**src/rtl/pipe4_core.sv**
```systemverilog
// pipe4_core: parametrised in-order IF/ID/EX/WB integer core with host-loaded memories.
// Build option FORWARD_EN: EX-stage forwarding; when undefined, RAW hazards use interlock stalls.
module pipe4_core #(
  parameter  int DATA_W     = 8,
  parameter  int NREGS      = 8,
  parameter  int IMEM_DEPTH = 8,
  parameter  int DMEM_DEPTH = 16,
  parameter  int INSTR_W    = 16,
  localparam int RA_W       = $clog2(NREGS),
  localparam int PC_W       = $clog2(IMEM_DEPTH),
  localparam int DA_W       = $clog2(DMEM_DEPTH)
) (
  input  logic              clk,
  input  logic              reset_n,
  input  logic              en,
  input  logic              imem_we,
  input  logic [PC_W-1:0]   imem_waddr,
  input  logic [INSTR_W-1:0] imem_wdata,
  input  logic              dmem_we,
  input  logic [DA_W-1:0]   dmem_waddr,
  input  logic [DATA_W-1:0] dmem_wdata,
  input  logic [RA_W-1:0]   dbg_raddr,
  output logic [DATA_W-1:0] dbg_rdata,
  output logic [PC_W-1:0]   pc,
  output logic              retire_valid,
  output logic [RA_W-1:0]   retire_rd,
  output logic [DATA_W-1:0] retire_data,
  output logic [15:0]       stall_cnt
);

  localparam int FW = 2 + 3 * RA_W;
  localparam logic [FW-1:0] NOP_IW = {2'b11, {(FW-2){1'b0}}};

  typedef enum logic [1:0] {
    OP_ADD  = 2'b00,
    OP_SUB  = 2'b01,
    OP_LOAD = 2'b10,
    OP_NOP  = 2'b11
  } op_t;

  // Only the decoded field bits of each instruction word are stored.
  logic [FW-1:0]     imem [IMEM_DEPTH];
  logic [DATA_W-1:0] dmem [DMEM_DEPTH];
  logic [DATA_W-1:0] rf   [NREGS];

  logic [FW-1:0]     if_id;
  op_t               id_op;
  logic [RA_W-1:0]   id_rs, id_rt, id_rd;
  logic [DATA_W-1:0] id_a, id_b;

  op_t               ex_op;
  logic [RA_W-1:0]   ex_rd;
  logic [DATA_W-1:0] ex_a, ex_b, op_a, op_b, ex_res;

  logic              wb_wf;
  logic [RA_W-1:0]   wb_rd;
  logic [DATA_W-1:0] wb_data;
  logic              stall;

  if (INSTR_W > FW) begin : g_pad
    logic unused_low_bits;
    assign unused_low_bits = ^imem_wdata[INSTR_W-FW-1:0];
  end

  always_comb begin
    id_op = op_t'(if_id[FW-1 -: 2]);
    id_rs = if_id[FW-3 -: RA_W];
    id_rt = if_id[FW-3-RA_W -: RA_W];
    id_rd = if_id[RA_W-1:0];
    // Write-through: a register written this edge is read with its new value.
    id_a  = (wb_wf && wb_rd == id_rs) ? wb_data : rf[id_rs];
    id_b  = (wb_wf && wb_rd == id_rt) ? wb_data : rf[id_rt];
  end

`ifdef FORWARD_EN
  logic [RA_W-1:0] ex_rs, ex_rt;
  assign op_a  = (wb_wf && wb_rd == ex_rs) ? wb_data : ex_a;
  assign op_b  = (wb_wf && wb_rd == ex_rt) ? wb_data : ex_b;
  assign stall = 1'b0;
`else
  logic reads_rs, reads_rt;
  assign op_a     = ex_a;
  assign op_b     = ex_b;
  assign reads_rs = (id_op != OP_NOP);
  assign reads_rt = (id_op == OP_ADD) || (id_op == OP_SUB);
  assign stall    = (ex_op != OP_NOP) &&
                    ((reads_rs && id_rs == ex_rd) || (reads_rt && id_rt == ex_rd));
`endif

  always_comb begin
    ex_res = '0;
    case (ex_op)
      OP_ADD:  ex_res = op_a + op_b;
      OP_SUB:  ex_res = op_a - op_b;
      OP_LOAD: ex_res = dmem[op_a[DA_W-1:0]];
      OP_NOP:  ex_res = '0;
    endcase
  end

  always_ff @(posedge clk) begin
    if (imem_we) imem[imem_waddr] <= imem_wdata[INSTR_W-1 -: FW];
    if (dmem_we) dmem[dmem_waddr] <= dmem_wdata;
  end

  always_ff @(posedge clk or negedge reset_n) begin
    if (!reset_n) begin
      pc        <= '0;
      if_id     <= NOP_IW;
      ex_op     <= OP_NOP;
      ex_rd     <= '0;
      ex_a      <= '0;
      ex_b      <= '0;
`ifdef FORWARD_EN
      ex_rs     <= '0;
      ex_rt     <= '0;
`endif
      wb_wf     <= 1'b0;
      wb_rd     <= '0;
      wb_data   <= '0;
      stall_cnt <= '0;
      for (int unsigned i = 0; i < NREGS; i++) rf[i] <= '0;
    end else if (en) begin
      if (stall) begin
        // pc and IF_ID hold; a bubble enters EX.
        ex_op <= OP_NOP;
        if (stall_cnt != '1) stall_cnt <= stall_cnt + 16'd1;
      end else begin
        pc    <= pc + 1'b1;
        if_id <= imem[pc];
        ex_op <= id_op;
        ex_rd <= id_rd;
        ex_a  <= id_a;
        ex_b  <= id_b;
`ifdef FORWARD_EN
        ex_rs <= id_rs;
        ex_rt <= id_rt;
`endif
      end
      wb_wf   <= (ex_op != OP_NOP);
      wb_rd   <= ex_rd;
      wb_data <= ex_res;
      if (wb_wf) rf[wb_rd] <= wb_data;
    end
  end

  assign dbg_rdata    = rf[dbg_raddr];
  assign retire_valid = wb_wf;
  assign retire_rd    = wb_rd;
  assign retire_data  = wb_data;

endmodule

```
**config.mk**
```make
export PLATFORM = sky130hd
export DESIGN_NAME = pipe4_core
export DESIGN_NICKNAME = d
export VERILOG_FILES = /design/src/rtl/pipe4_core.sv
export SDC_FILE = /design/constraint.sdc
export NUM_CORES = 1
export LEC_CHECK = 0
export ABC_CLOCK_PERIOD_IN_PS = 7300
export CELL_PAD_IN_SITES_DETAIL_PLACEMENT = 1
export CELL_PAD_IN_SITES_GLOBAL_PLACEMENT = 1
export CORE_ASPECT_RATIO = 1.2
export CORE_MARGIN = 4
export CORE_UTILIZATION = 56
export CTS_BUF_LIST = sky130_fd_sc_hd__clkbuf_16
export DETAILED_ROUTE_END_ITERATION = 7
export HOLD_SLACK_MARGIN = 0.05
export PLACE_DENSITY_LB_ADDON = 0.1
export SYNTH_ARGS = -nofsm -noshare
export SYNTH_HDL_FRONTEND = slang
export SYNTH_SLANG_ARGS = --single-unit
```
**constraint.sdc**
```tcl
create_clock -name clk -period 7.3 [get_ports clk]
set_clock_uncertainty 0.2 [all_clocks]
set_input_delay 2.19 -clock clk [delete_from_list [all_inputs] [get_ports clk]]
set_output_delay 2.19 -clock clk [all_outputs]
set_load 0.01 [all_outputs]
```
==> results of run 1 <==
-- cells in the final DEF, fill, tap and decap left out, drive strengths merged, types with 26 or more instances in the layout --
cell | netlist | layout
o21ai | 57 | 57
edfxtp | 216 | 216
buf | 25 | 26
nand2 | 69 | 69
mux2 | 74 | 74
dfrtp | 123 | 123
mux4 | 104 | 104
clkbuf | 28 | 38
clkdlybuf4s50 | 0 | 71
mux2i | 36 | 36
nor2 | 42 | 42
-- tightest hold or removal path, cell delays in order (launching register included) --
cell and delay [ns]:
dfrtp_1 0.35, nand2_1 0.05, o21ai_0 0.07
-- per-layer routing --
layer	track usage, %	vias to the layer above
met2	44.6	227
met4	7.55	0
met5	0	-
met3	3.40	67
li1	-	3791
met1	32.1	4609
-- final timing paths --
check                             start           end  slack [ns]  cells after the start
min                            if_id[0]      if_id[0]        0.30                      2
max in group asynchronous       reset_n        rf[16]        4.01                      2
min in group asynchronous       reset_n  stall_cnt[5]        1.60                      1
max                        dbg_raddr[0]  dbg_rdata[3]        0.57                      5
min reg2reg                    if_id[0]      if_id[0]        0.30                      2
max reg2reg                    if_id[4]      ex_rd[1]        3.83                      6
-- flip-flops by register name, summed over array words and instances, names as in the netlist, 8 cells and up --
signal	flops
rf	64
imem	88
ex_b	8
retire_data	8
ex_a	8
if_id	11
stall_cnt	16
dmem	128
-- per-stage QoR --
step           hold WS [ns]  cell area [µm²]
2_1_floorplan         0.246            15300
3_3_place_gp          0.261            16400
3_5_place_dp          0.288            16400
4_1_cts               0.302            17500
5_1_grt               0.320            17500
6_report              0.301            17500
-- cell families (layout without fill, tap and decap cells) --
kind of cell / Yosys count / count (layout) / synth area share (%)
flip-flops: 343 / 343 / 63.0
multiplexers: 214 / 214 / 23.1
AND/OR/NAND/NOR: 170 / 170 / 5.12
AO/OA/AOI/OAI: 86 / 86 / 3.42
buffers and inverters: 69 / 177 / 1.98
XOR/XNOR: 42 / 42 / 2.40
adder cells (fa/ha/maj): 11 / 11 / 0.946
-- layout make-up --
class                           count  area (µm²)  share of cell area (%)
Clock inverter                     26         143                   0.814
Timing Repair Buffer               97         906                    5.17
Inverter                           16        60.1                   0.343
Clock buffer                       38         951                    5.43
Sequential cell                   343        9670                    55.2
Tap cell                          340         425                    2.43
Multi-Input combinational cell    523        5370                    30.6
-- report_power, final --
group / switching, mW / internal (mW)
sequential: 0.502 / 2.41
combinational: 1.24 / 1.36
clock: 0.721 / 0.973
total: 2.46 / 4.74
==> run summary, run 1 <==
Post-synth top area cell: edfxtp_1
Drt first pass iters: 4
Final setup margin: 0.570 ns
Total track usage: 24.9%
Syn. warnings: 0
Clock latency on the worst-skew pair: 0.51 ns
Setup WS pre-CTS: 0.553 ns
Core area: 27100 µm²
Routed Antenna Nets: 0
Final Hold Vio Count: 0
Crit-path leading delay family: buffers and inverters
Slew @ Worst Pin: 1.09 ns
Clk sink count: 343
Count leader, synth: edfxtp_1
Die Wd: 159 µm
GP Congestion: 0.823
Fmax: 149 MHz
Layout cells sized above 1: 25.0%
Post-CTS resize count: 0
Routed length on met2: 19.6 mm
Netlist cell types: 45
Top cells by count, synth: 216 x edfxtp_1, 123 x dfrtp_1, 101 x mux4_2, 74 x mux2_2, 69 x nand2_1
CP Class: in2out
Post-Place Cells: 1319
Number of setup buffers added after CTS: 0
Largest cells by area after synthesis: edfxtp_1 42%, dfrtp_1 20%, mux4_2 15%, mux2_2 5.4%, mux2i_1 2.3%
Row count: 66
Max Buffers Root-to-Sink: 3
Final net count: 1067
Post-route non-filler standard cell count: 1383
I/O Buffers: 72
Starting Density: 56.7%
Post-layout util: 64.7%
Ys async rst share: 37.0%
Die Height: 189 µm
Top cell type's share of synthesized area: 42.3%
Worst path bufs/invs: 3
Slowest stage delay, CP: 0.56 ns
Critical Path RT: 4.91 ns
Critical Path AT: 4.34 ns
Critical-path top delay cell: mux4_2
M1 WL: 14.5 mm
Max-slew headroom: 27.0%
Global route overflow: 0
Maximum vdd drop: 0.270 mV
Vias: 8694
Clk root buf: clkbuf_16
HP Class: reg2reg
DRT iter0 DRCs: 543
Syn Area/Cell: 16.4 µm²
Post-synth EDFFs: 216
Top sig layer: met4
Ys flop type: edfxtp_1
TritonCTS clock tree: yes
P&R area growth vs syn: 14.2%
Run status: finished clean
Syn nets: 985
Vias per cell: 6.29
Final TNS setup: 0 ns
Initial antenna violation count: 0
RSZ-0062 raised after global routing: false
Post-CTS Hold Buffers: 0
Antenna diodes: 0
Die area: 30100 µm²
Largest net degree at the start of global routing: 74
Tmin final: 6.73 ns
Clock-pin slew on the worst setup and hold paths: 0.06 ns
Critical Path Most Common Cell: clkdlybuf4s50_1
Total power: 7.21 mW
Critical Path Start Type: primary input
Fin. max-slew vios: 0
Final period util: 92.2%
Leakage Power: 6.44 nW
Post-Syn Area: 15300 µm²
Crit path capture type: output port
Vias in the first global route: 9736
Synthesized instance count: 935
# fillers: 2373
IO Count: 78
Yosys reg bits: 343
Critical-path cell list: clkdlybuf4s50_1 -> buf_4 -> mux4_2 -> mux2_2 -> clkdlybuf4s50_1
Post-DP HPWL: 24.1 mm
Sequential share of the synthesized area: 63.0%
Metal3 WL: 1.60 mm
CTS Buf Count: 36
Routed Wire Length: 36.7 mm
Max FO, Critical Path: 16
First-pass GRT wire length: 57.7 mm
DRC viols: 0
PwrDens: 411 nW/µm²
WL/cell: 26.6 µm
Final setup vio count: 0
# Max-Cap Violations: 0
Clock H-tree levels: 2
No activity file was read; power rests on OpenSTA's default activity.
==> run 2: changes to the inputs <==
--- a/config.mk
+++ b/config.mk
@@ -5,13 +5,14 @@
 export SDC_FILE = /design/constraint.sdc
 export NUM_CORES = 1
 export LEC_CHECK = 0
+export ABC_AREA = 1
 export ABC_CLOCK_PERIOD_IN_PS = 7300
 export CELL_PAD_IN_SITES_DETAIL_PLACEMENT = 1
 export CELL_PAD_IN_SITES_GLOBAL_PLACEMENT = 1
 export CORE_ASPECT_RATIO = 1.2
 export CORE_MARGIN = 4
-export CORE_UTILIZATION = 56
-export CTS_BUF_LIST = sky130_fd_sc_hd__clkbuf_16
+export CORE_UTILIZATION = 52
+export CTS_BUF_LIST = sky130_fd_sc_hd__clkbuf_2 sky130_fd_sc_hd__clkbuf_4 sky130_fd_sc_hd__clkbuf_8
 export DETAILED_ROUTE_END_ITERATION = 7
 export HOLD_SLACK_MARGIN = 0.05
 export PLACE_DENSITY_LB_ADDON = 0.1
==> run 2 against run 1 <==
  * Count of clock-buffer cells in the layout grew 38
  * Fmax grew 0.16%
  * Utilization down 4.9 points
  * Synthesized area increased by 6.1%
  * Wire length grew 29%
  * Die area up 14%
  * Synthesized cell count rose by 90%
  * Clock power barely moved
  * Via count up 51%
  * Critical path type unchanged
  * Highest routed layer unchanged
==> run summary, run 2 <==
Run status: finished clean
Tmin final: 6.72 ns
Largest reg by FF count: dmem
Total power: 7.58 mW
WL/cell: 20.9 µm
Number of setup buffers added after CTS: 0
Maximum vdd drop: 0.192 mV
Leakage Power: 7.35 nW
Final Hold Vio Count: 0
Commonest non-fill, non-tap cell in the layout: nand2_1
Syn nets: 1825
P&R area growth vs syn: 12.6%
Vias in the first global route: 14000
Clock H-tree levels: 2
Critical Path AT: 4.33 ns
Post-Syn Area: 16300 µm²
IO Count: 78
Max-slew headroom: 19.7%
Synthesized instance count: 1775
CP Class: in2out
Syn Area/Cell: 9.17 µm²
Largest cells by area after synthesis: edfxtp_1 40%, dfrtp_1 19%, nand2_1 9.4%, o21ai_0 7.6%, nor2_1 4.8%
# fillers: 3521
Drt first pass iters: 5
Reg2Reg Setup Slack: 4.06 ns
Max FO, Critical Path: 16
Vias: 13200
HP Class: reg2reg
Top cells by count, synth: 406 x nand2_1, 246 x o21ai_0, 216 x edfxtp_1, 207 x nor2_1, 129 x inv_1
Fin. max-slew vios: 0
DRT iter0 DRCs: 952
Crit path capture type: output port
Initial antenna violation count: 0
Routed Wire Length: 47.3 mm
Yosys reg bits: 343
Fmax: 149 MHz
Critical Path Start Type: primary input
Sequential share of the synthesized area: 59.4%
DP Area: 17200 µm²
Total track usage: 28.0%
Top cell type's share of synthesized area: 39.8%
Setup WS pre-CTS: 0.563 ns
Post-synth top area cell: edfxtp_1
Final Cell Area: 18300 µm²
Post-CTS resize count: 0
I/O Buffers: 72
Syn. warnings: 0
Max Buffers Root-to-Sink: 3
Layout cells sized above 1: 7.26%
First-pass GRT wire length: 76.1 mm
Die area: 34200 µm²
Clock latency on the worst-skew pair: 0.62 ns
Row count: 70
Post-CTS Hold Buffers: 0
Die Wd: 170 µm
Routed Antenna Nets: 0
Largest net degree at the start of global routing: 81
Final period util: 92.0%
Die Height: 202 µm
Post-DP HPWL: 31.3 mm
Clk sink count: 343
RSZ-0062 raised after global routing: false
Final TNS setup: 0 ns
Largest registers: dmem (128), imem (88), rf (64)
Ys flop type: edfxtp_1
CTS Buf Count: 54
Count leader, synth: nand2_1
Ys async rst share: 37.0%
Final setup margin: 0.581 ns
Largest register FFs: 128
Critical Path RT: 4.91 ns
Antenna diodes: 0
Clk root buf: clkbuf_8
GP Congestion: 0.877
Post-synth EDFFs: 216
Hold WS: 0.284 ns
Netlist cell types: 34
TritonCTS clock tree: yes
Final setup vio count: 0
Global route overflow: 0
# Max-Cap Violations: 0
Starting Density: 53.1%
DRC viols: 0
Core area: 30700 µm²
Clock-pin slew on the worst setup and hold paths: 0.06 ns
PwrDens: 414 nW/µm²
Slew @ Worst Pin: 1.20 ns
Area of the multi-input gates: 5650 µm²
Vias per cell: 5.80
Final net count: 1878
Register area: 9670 µm²
Commonest non-fill, non-tap cells in the layout: 406 x nand2_1, 246 x o21ai_0, 216 x edfxtp_1, 207 x nor2_1, 129 x inv_1
[run 2: changes by cell type after synthesis, sizes merged, moves of 24 or more]
cell / previous run / this run
nand2: 69 / 409
o21ai: 57 / 256
nor2: 42 / 207
nand3: 8 / 126
inv: 16 / 133
mux4: 104 / 0
mux2: 74 / 0
a21oi: 7 / 68
o211ai: 2 / 63
mux2i: 36 / 0
buf: 25 / 49
[run 2: path summary, 6_finish.rpt]
path                              startpoint           end  depth (start not counted)
max in group asynchronous            reset_n       ex_a[0]                          2
min in group asynchronous            reset_n        rf[52]                          1
worst min-delay path                if_id[2]      ex_rd[2]                          2
worst max-delay path            dbg_raddr[0]  dbg_rdata[3]                          7
worst max register to register      if_id[3]  stall_cnt[7]                          6
worst min register to register      if_id[2]      ex_rd[2]                          2
[run 2: final cells by class]
| cell class | instances | share of cell area (%) |
|---|---|---|
| clock inverters | 25 | 0.976 |
| repair buffers | 93 | 4.80 |
| flip-flops and latches | 343 | 52.8 |
| well taps | 396 | 2.70 |
| clock buffers | 76 | 5.16 |
| multi-input cells | 1201 | 30.8 |
| inverters | 135 | 2.76 |
[run 2: critical path, stage by stage]
cell and delay (ns):
clkdlybuf4s50_1 0.65, buf_4 0.26, o21ai_0 0.12, o21ai_0 0.23, nor2_1 0.06, a31oi_1 0.24, clkdlybuf4s50_1 0.58
[run 2: layer usage]
layer / up-vias / share of wire, % / GRT usage (%)
met5: - / 0 / 0
met4: 0 / 3.5 / 10.3
met3: 108 / 5.0 / 4.24
met2: 354 / 52 / 49.3
met1: 6555 / 40 / 34.8
li1: 6133 / - / -
[run 2: cells by family (layout without fill, tap and decap cells)]
family	Yosys count	count (layout)	share of synthesized area, %
flops	343	343	59.4
xor+xnor	26	26	1.40
buf+inv	231	329	5.92
compound gates	398	398	13.3
fa+ha+maj	11	11	0.891
simple gates	766	766	19.1
[run 2: report_power, final]
group | internal [mW] | switching (mW)
logic | 1.02 | 2.04
registers | 2.40 | 0.423
clock network | 0.913 | 0.789
[run 2: per-stage QoR]
stage / utilization (%) / instances
3_3_place_gp: 56.1 / 2168
2_1_floorplan: - / 1775
3_5_place_dp: 56.1 / 2168
5_1_grt: 59.8 / 2269
6_report: 59.8 / 2269
4_1_cts: 59.8 / 2269
